File: config.mk
export PLATFORM = sky130hd
export DESIGN_NAME = controller_packet_parser
export DESIGN_NICKNAME = d
export VERILOG_FILES = /design/src/rtl/controller_pkg.sv /design/src/rtl/byte_gap_timer.sv /design/src/rtl/controller_packet_parser.sv
export SDC_FILE = /design/constraint.sdc
export NUM_CORES = 1
export LEC_CHECK = 0
export ABC_AREA = 0
export BUFFER_PORTS_ARGS = -buffer_cell sky130_fd_sc_hd__buf_2
export CELL_PAD_IN_SITES_DETAIL_PLACEMENT = 2
export CELL_PAD_IN_SITES_GLOBAL_PLACEMENT = 2
export CORE_AREA = 5 5 155 187
export DETAILED_ROUTE_END_ITERATION = 7
export DIE_AREA = 0 0 160 192
export PLACE_DENSITY = 0.8
export SETUP_SLACK_MARGIN = 0.15
export SLEW_MARGIN = 0
export SYNTH_ARGS = -nofsm -noshare
export SYNTH_HDL_FRONTEND = slang
export SYNTH_SLANG_ARGS = --single-unit
File: constraint.sdc
create_clock -name clk -period 2.2 [get_ports clk]
set_clock_uncertainty 0.15 [all_clocks]
set_input_delay 0.11 -clock clk [delete_from_list [all_inputs] [get_ports clk]]
set_output_delay 0.11 -clock clk [all_outputs]
set_load 0.02 [all_outputs]
File: src/rtl/controller_pkg.sv
`default_nettype none
// ============================================================================
//  Module   : controller_pkg
//  Purpose  : Shared constants, state encoding and payload layout for the
//             controller packet parser.
//  Contents : HEADER_DEFAULT, PAYLOAD_LEN, STICK_CENTRE, payload slot indices,
//             parser state enum, idle (reset) payload helper.
//  Revision : 1.0 - initial release
// ============================================================================
package controller_pkg;

  localparam logic [7:0] HEADER_DEFAULT = 8'hA5;
  localparam int         PAYLOAD_LEN    = 8;
  localparam int         IDX_W          = $clog2(PAYLOAD_LEN);
  localparam logic [7:0] STICK_CENTRE   = 8'h80;

  // Payload slot order, matching the byte order on the wire.
  localparam int SLOT_BTN_HI = 0;
  localparam int SLOT_BTN_LO = 1;
  localparam int SLOT_JOY_X  = 2;
  localparam int SLOT_JOY_Y  = 3;
  localparam int SLOT_C_X    = 4;
  localparam int SLOT_C_Y    = 5;
  localparam int SLOT_L_TRIG = 6;
  localparam int SLOT_R_TRIG = 7;

  typedef logic [PAYLOAD_LEN-1:0][7:0] payload_t;

  typedef enum logic [1:0] {
    ST_HUNT    = 2'd0,
    ST_PAYLOAD = 2'd1,
    ST_CHECK   = 2'd2
  } state_e;

  // Idle controller: no buttons, sticks centred, triggers released.
  function automatic payload_t idle_payload();
    payload_t p;
    p              = '0;
    p[SLOT_JOY_X]  = STICK_CENTRE;
    p[SLOT_JOY_Y]  = STICK_CENTRE;
    p[SLOT_C_X]    = STICK_CENTRE;
    p[SLOT_C_Y]    = STICK_CENTRE;
    return p;
  endfunction

endpackage
`default_nettype wire

File: src/rtl/byte_gap_timer.sv
`default_nettype none
// ============================================================================
//  Module   : byte_gap_timer
//  Purpose  : Counts clk cycles since the last kick while enabled; asserts
//             expired (combinational) in the cycle the silence reaches
//             TIMEOUT cycles.
//  Ports    : clk, reset (sync, active-high), enable, kick -> expired
//  Revision : 1.0 - initial release
// ============================================================================
module byte_gap_timer #(
  parameter int unsigned TIMEOUT = 250000
) (
  input  logic clk,
  input  logic reset,
  input  logic enable,
  input  logic kick,
  output logic expired
);

  localparam int CW = (TIMEOUT > 1) ? $clog2(TIMEOUT + 1) : 1;

  logic [CW-1:0] cnt_q, cnt_d;

  // Counter holds the number of silent cycles already elapsed, so the
  // TIMEOUT-th silent cycle is the one where it reads TIMEOUT-1.
  assign expired = enable && !kick && (cnt_q == CW'(TIMEOUT - 1));

  always_comb begin
    cnt_d = cnt_q + CW'(1);
    if (!enable || kick || expired) begin
      cnt_d = '0;
    end
  end

  always_ff @(posedge clk) begin
    if (reset) begin
      cnt_q <= '0;
    end else begin
      cnt_q <= cnt_d;
    end
  end

endmodule
`default_nettype wire

File: src/rtl/controller_packet_parser.sv
`default_nettype none
// ============================================================================
//  Module   : controller_packet_parser
//  Purpose  : Parses HEADER + 8 payload bytes + XOR checksum frames from a
//             byte stream and commits good frames to the outputs on the next
//             vertical-blank frame_tick.
//  Ports    : clk, reset (sync, active-high)
//             rx_data[7:0], rx_valid   - received byte stream
//             frame_tick               - vertical blank pulse (commit point)
//             BUTTONS[15:0], JOY_X/JOY_Y/C_X/C_Y/L_TRIGGER/R_TRIGGER[7:0]
//                                      - committed controller state
//             frame_ok, frame_err      - one-cycle status pulses
//             err_count[7:0]           - saturating error counter
//  Revision : 1.0 - initial release
// ============================================================================
module controller_packet_parser
  import controller_pkg::*;
#(
  parameter logic [7:0]  HEADER      = HEADER_DEFAULT,
  parameter int unsigned GAP_TIMEOUT = 250000
) (
  input  logic        clk,
  input  logic        reset,
  input  logic [7:0]  rx_data,
  input  logic        rx_valid,
  input  logic        frame_tick,
  output logic [15:0] BUTTONS,
  output logic [7:0]  JOY_X,
  output logic [7:0]  JOY_Y,
  output logic [7:0]  C_X,
  output logic [7:0]  C_Y,
  output logic [7:0]  L_TRIGGER,
  output logic [7:0]  R_TRIGGER,
  output logic        frame_ok,
  output logic        frame_err,
  output logic [7:0]  err_count
);

  state_e           state_q,   state_d;
  logic [IDX_W-1:0] idx_q,     idx_d;
  logic [7:0]       xor_q,     xor_d;
  payload_t         stage_q,   stage_d;
  payload_t         commit_q,  commit_d;
  payload_t         out_q,     out_d;
  logic             pending_q, pending_d;
  logic             ok_q,      ok_d;
  logic             err_q,     err_d;
  logic [7:0]       errcnt_q,  errcnt_d;
  logic             gap_expired;

  byte_gap_timer #(
    .TIMEOUT (GAP_TIMEOUT)
  ) u_gap_timer (
    .clk     (clk),
    .reset   (reset),
    .enable  (state_q != ST_HUNT),
    .kick    (rx_valid),
    .expired (gap_expired)
  );

  // Frame reception FSM. A HEADER value is only special while hunting.
  always_comb begin
    state_d = state_q;
    idx_d   = idx_q;
    xor_d   = xor_q;
    stage_d = stage_q;
    ok_d    = 1'b0;
    err_d   = 1'b0;
    case (state_q)
      ST_HUNT: begin
        if (rx_valid && (rx_data == HEADER)) begin
          state_d = ST_PAYLOAD;
          idx_d   = '0;
          xor_d   = 8'h00;
        end
      end
      ST_PAYLOAD: begin
        if (gap_expired) begin
          err_d   = 1'b1;
          state_d = ST_HUNT;
        end else if (rx_valid) begin
          stage_d[idx_q] = rx_data;
          xor_d          = xor_q ^ rx_data;
          idx_d          = idx_q + IDX_W'(1);
          if (idx_q == IDX_W'(PAYLOAD_LEN - 1)) begin
            state_d = ST_CHECK;
          end
        end
      end
      ST_CHECK: begin
        if (gap_expired) begin
          err_d   = 1'b1;
          state_d = ST_HUNT;
        end else if (rx_valid) begin
          ok_d    = (rx_data == xor_q);
          err_d   = (rx_data != xor_q);
          state_d = ST_HUNT;
        end
      end
      default: begin
        state_d = ST_HUNT;
      end
    endcase
  end

  // Commit path. The freshly validated frame is promoted from staging to the
  // commit source in the cycle frame_ok is high, so a tick in that same
  // cycle still commits only the previously pending frame. Staging cannot be
  // overwritten yet: at most a HEADER can arrive in that cycle.
  always_comb begin
    commit_d  = commit_q;
    out_d     = out_q;
    pending_d = pending_q;
    errcnt_d  = errcnt_q;
    if (frame_tick && pending_q) begin
      out_d     = commit_q;
      pending_d = 1'b0;
    end
    if (ok_q) begin
      commit_d  = stage_q;
      pending_d = 1'b1;
    end
    if (err_d && (errcnt_q != 8'hFF)) begin
      errcnt_d = errcnt_q + 8'd1;
    end
  end

  always_ff @(posedge clk) begin
    if (reset) begin
      state_q   <= ST_HUNT;
      idx_q     <= '0;
      xor_q     <= 8'h00;
      stage_q   <= '0;
      commit_q  <= idle_payload();
      out_q     <= idle_payload();
      pending_q <= 1'b0;
      ok_q      <= 1'b0;
      err_q     <= 1'b0;
      errcnt_q  <= 8'h00;
    end else begin
      state_q   <= state_d;
      idx_q     <= idx_d;
      xor_q     <= xor_d;
      stage_q   <= stage_d;
      commit_q  <= commit_d;
      out_q     <= out_d;
      pending_q <= pending_d;
      ok_q      <= ok_d;
      err_q     <= err_d;
      errcnt_q  <= errcnt_d;
    end
  end

  assign BUTTONS   = {out_q[SLOT_BTN_HI], out_q[SLOT_BTN_LO]};
  assign JOY_X     = out_q[SLOT_JOY_X];
  assign JOY_Y     = out_q[SLOT_JOY_Y];
  assign C_X       = out_q[SLOT_C_X];
  assign C_Y       = out_q[SLOT_C_Y];
  assign L_TRIGGER = out_q[SLOT_L_TRIG];
  assign R_TRIGGER = out_q[SLOT_R_TRIG];
  assign frame_ok  = ok_q;
  assign frame_err = err_q;
  assign err_count = errcnt_q;

endmodule
`default_nettype wire
==> results.sh <==
export IMPL_outcome="finished with violations"
export IMPL_violations="setup timing"
export IMPL_syn_area_um2=8768
export IMPL_rsz0062_at_grt="true"
export IMPL_synthTopCellsByCount="234 x dfxtp_1, 164 x nor2_1, 146 x nand2_1"
export IMPL_max_vdd_ir_drop_v=0.0004394
export IMPL_grt_usage_pct=16.42
export IMPL_synth_area_leaders="dfxtp_1 53%, mux2i_1 14%, nor2_1 7.0%"
export IMPL_grt_max_degree=112
export IMPL_via_per_inst=4.912
export IMPL_clk_insertion_delay_late_ns=0.53
export IMPL_ctsLongestPathBuffers=3
export IMPL_async_reset_ff_share_pct=0
export IMPL_arrival_ns=2.51
export IMPL_min_period_ns=2.204
export IMPL_core_area_um2=26840
export IMPL_dp_hpwl_um=16400
export IMPL_num_antenna_cells=0
export IMPL_num_fill_cells=2874
export IMPL_slew_headroom_pct=62.48
export IMPL_ant_nets=0
export IMPL_startpoint_type="register"
export IMPL_rr_worst_depth=7
export IMPL_post_route_period_util_pct=100.2
export IMPL_syn_area_per_cell_um2=9.220
export IMPL_synth_distinct_cells=45
export IMPL_powerDensity_nw_per_um2=815.1
export IMPL_crit_type="reg -> reg"
export IMPL_seq_area_frac_synth_pct=53.42
export IMPL_yosys_area_top_type="dfxtp_1"
export IMPL_finalSetupViolCount=1
export IMPL_hold_violations=0
export IMPL_wl_per_cell_um=18.34
export IMPL_wirelength_um=26120
export IMPL_fp_dieH_um=192
export IMPL_worstHoldPathType="reg -> reg"
export IMPL_synth_edf_count=0
export IMPL_antenna_found_initial=0
export IMPL_drc=0
export IMPL_die_x_um=160
export IMPL_ys_ff_latch=234
export IMPL_dieArea_um2=30720
export IMPL_cts_tree="built"
export IMPL_via_count=6995
export IMPL_area_sequential_um2=4697
export IMPL_r2r_end="err_count[7]$_SDFFE_PP0P_"
export IMPL_multi_input_area_um2=4001
export IMPL_drt_iter0_markers=283
export IMPL_rrSetupSlack_ns=-0.004
export IMPL_numPortBuffers=85
export IMPL_io_pins=86
export IMPL_endpoint="err_count[7]$_SDFFE_PP0P_"
export IMPL_startpoint="state_q[0]$_SDFFE_PP0P_"
export IMPL_synthFlopType="dfxtp_1"
export IMPL_syn_num_nets=970
export IMPL_nets=1083
export IMPL_h_tree_depth=1
export IMPL_clk_pin_slew_ns=0.06
export IMPL_required_ns=2.51
export IMPL_post_synth_top_area_fraction_pct=53.42
export IMPL_grt_pass1_wl_um=41760
export IMPL_slew_violations=0
export IMPL_grt_ovfl_total=0
export IMPL_synth_most_common_cell="dfxtp_1"
export IMPL_layout_setup_ws_ns=-0.003708
export IMPL_post_route_util_pct=41.29
export IMPL_start_util_pct=32.67
export IMPL_cts_sinks=234
export IMPL_cts_inserted_buffers=26
export IMPL_drv_cap=0
export IMPL_rows=66
export IMPL_syn2layout_area_growth_pct=26.38
export IMPL_critPathCaptureType="register"
export IMPL_max_freq_mhz=453.8
export IMPL_synth_warning_count=0
export IMPL_synthCells=951
export IMPL_cp_max_fo=8
export IMPL_grt_pass1_vias=7810
export IMPL_routabilityCongestion=0.7578
export IMPL_crit_reg2reg_launch="state_q[0]$_SDFFE_PP0P_"
export IMPL_worst_slew_pin_slew_ns=0.5609
export IMPL_dr_pass1_iters=4
export IMPL_hold_ws_ns=0.3050
export IMPL_leakagePower_nw=4.102
export IMPL_drive_gt1_share_pct=20.94
export IMPL_root_buffer="clkbuf_16"
cell type report:
class | count | share of cell area, %
Clock buffer | 38 | 7.102
Clock inverter | 10 | 1.084
Inverter | 8 | 0.2710
Sequential cell | 234 | 42.38
Tap cell | 340 | 3.839
Timing Repair Buffer | 147 | 9.213
Multi-Input combinational cell | 647 | 36.11
metal layers:
| metal | share of wire (%) | global-route usage (%) |
|---|---|---|
| met3 | 3.2 | 2.726 |
| met2 | 53 | 30.96 |
| met5 | 0 | 0 |
| met4 | 2.1 | 3.840 |
| met1 | 42 | 19.46 |
registers in the layout, summed over array words and instances, names as in the netlist, 3 cells and up:
register	count
BUTTONS	16
C_X	8
C_Y	8
JOY_X	8
JOY_Y	8
L_TRIGGER	8
R_TRIGGER	8
commit_q	64
err_count	8
idx_q	3
stage_q	64
u_gap_timer.cnt_q	18
xor_q	8
worst max-delay path, stage by stage, from the launching register on:
cell,delay (ns)
dfxtp_2,0.38
inv_1,0.12
ha_4,0.30
o21ai_0,0.08
a31oi_1,0.27
o21ai_4,0.16
or4_4,0.50
a21oi_2,0.17
stage by stage:
| step | TNS [ns] | instance area [µm²] | worst slack (ns) | power, mW | instances |
|---|---|---|---|---|---|
| after floorplan | 0 | 8785 | 0.1460 | 4.473 | 951 |
| after global placement | 0 | 9771 | 0.04885 | 4.569 | 1352 |
| after detailed placement | -0.03561 | 9771 | -0.03561 | 4.573 | 1352 |
| after CTS | 0 | 10880 | 0.06433 | 9.129 | 1417 |
| after global routing | -0.1192 | 11080 | -0.08218 | 9.363 | 1424 |
| final | -0.003708 | 11080 | -0.003708 | 9.032 | 1424 |
worst min-delay path by stage:
stage | from | to | cells past startpoint
3_5_place_dp | u_gap_timer.cnt_q[0]$_SDFF_PP0_ | u_gap_timer.cnt_q[0]$_SDFF_PP0_ | 1
4_1_cts | u_gap_timer.cnt_q[0]$_SDFF_PP0_ | u_gap_timer.cnt_q[0]$_SDFF_PP0_ | 1
2_1_floorplan | frame_tick | pending_q$_SDFFE_PP0P_ | 3
3_3_place_gp | u_gap_timer.cnt_q[0]$_SDFF_PP0_ | u_gap_timer.cnt_q[0]$_SDFF_PP0_ | 1
6_report | L_TRIGGER[0]$_SDFFE_PP0P_ | L_TRIGGER[0]$_SDFFE_PP0P_ | 2
5_1_grt | C_X[3]$_SDFFE_PP0P_ | C_X[3]$_SDFFE_PP0P_ | 2
logic make-up after synthesis:
family,after synthesis,synth area share (%)
flip-flops,234,53.42
buffers and inverters,70,3.139
multiplexers,128,14.63
AO/OA/AOI/OAI,108,6.778
AND/OR/NAND/NOR,379,18.54
adder cells (fa/ha/maj),7,0.9988
XOR/XNOR,25,2.497
timing repair:
action	CTS	global route
buffers inserted	5	7
hold endpoints to repair	124	0
hold buffers	12	0
pin swaps	7	9
setup endpoints to repair	48	75
gates resized for setup	12	33
placed cells by master, fill, tap and decap left out, types with 5 or more instances in the layout:
master	n
xor2_1	11
o21ai_0	13
buf_4	42
a21oi_1	76
buf_2	83
dlygate4sd3_1	12
nand2_1	144
nand4_1	5
nor2b_1	5
buf_12	7
xnor2_1	14
nand3b_1	13
nor2_1	163
dfxtp_1	228
clkbuf_8	7
inv_1	6
mux2i_1	125
clkbuf_16	27
nand3_1	13
power breakdown:
part / internal (mW) / leakage [nW] / switching [mW] / total [mW]
sequential: 4.24 / 1.89 / 0.00624 / 4.25
clock: 2.72 / 0.443 / 1.79 / 4.51
combinational: 0.0914 / 1.77 / 0.180 / 0.272
(Power assumes the default switching activity.)
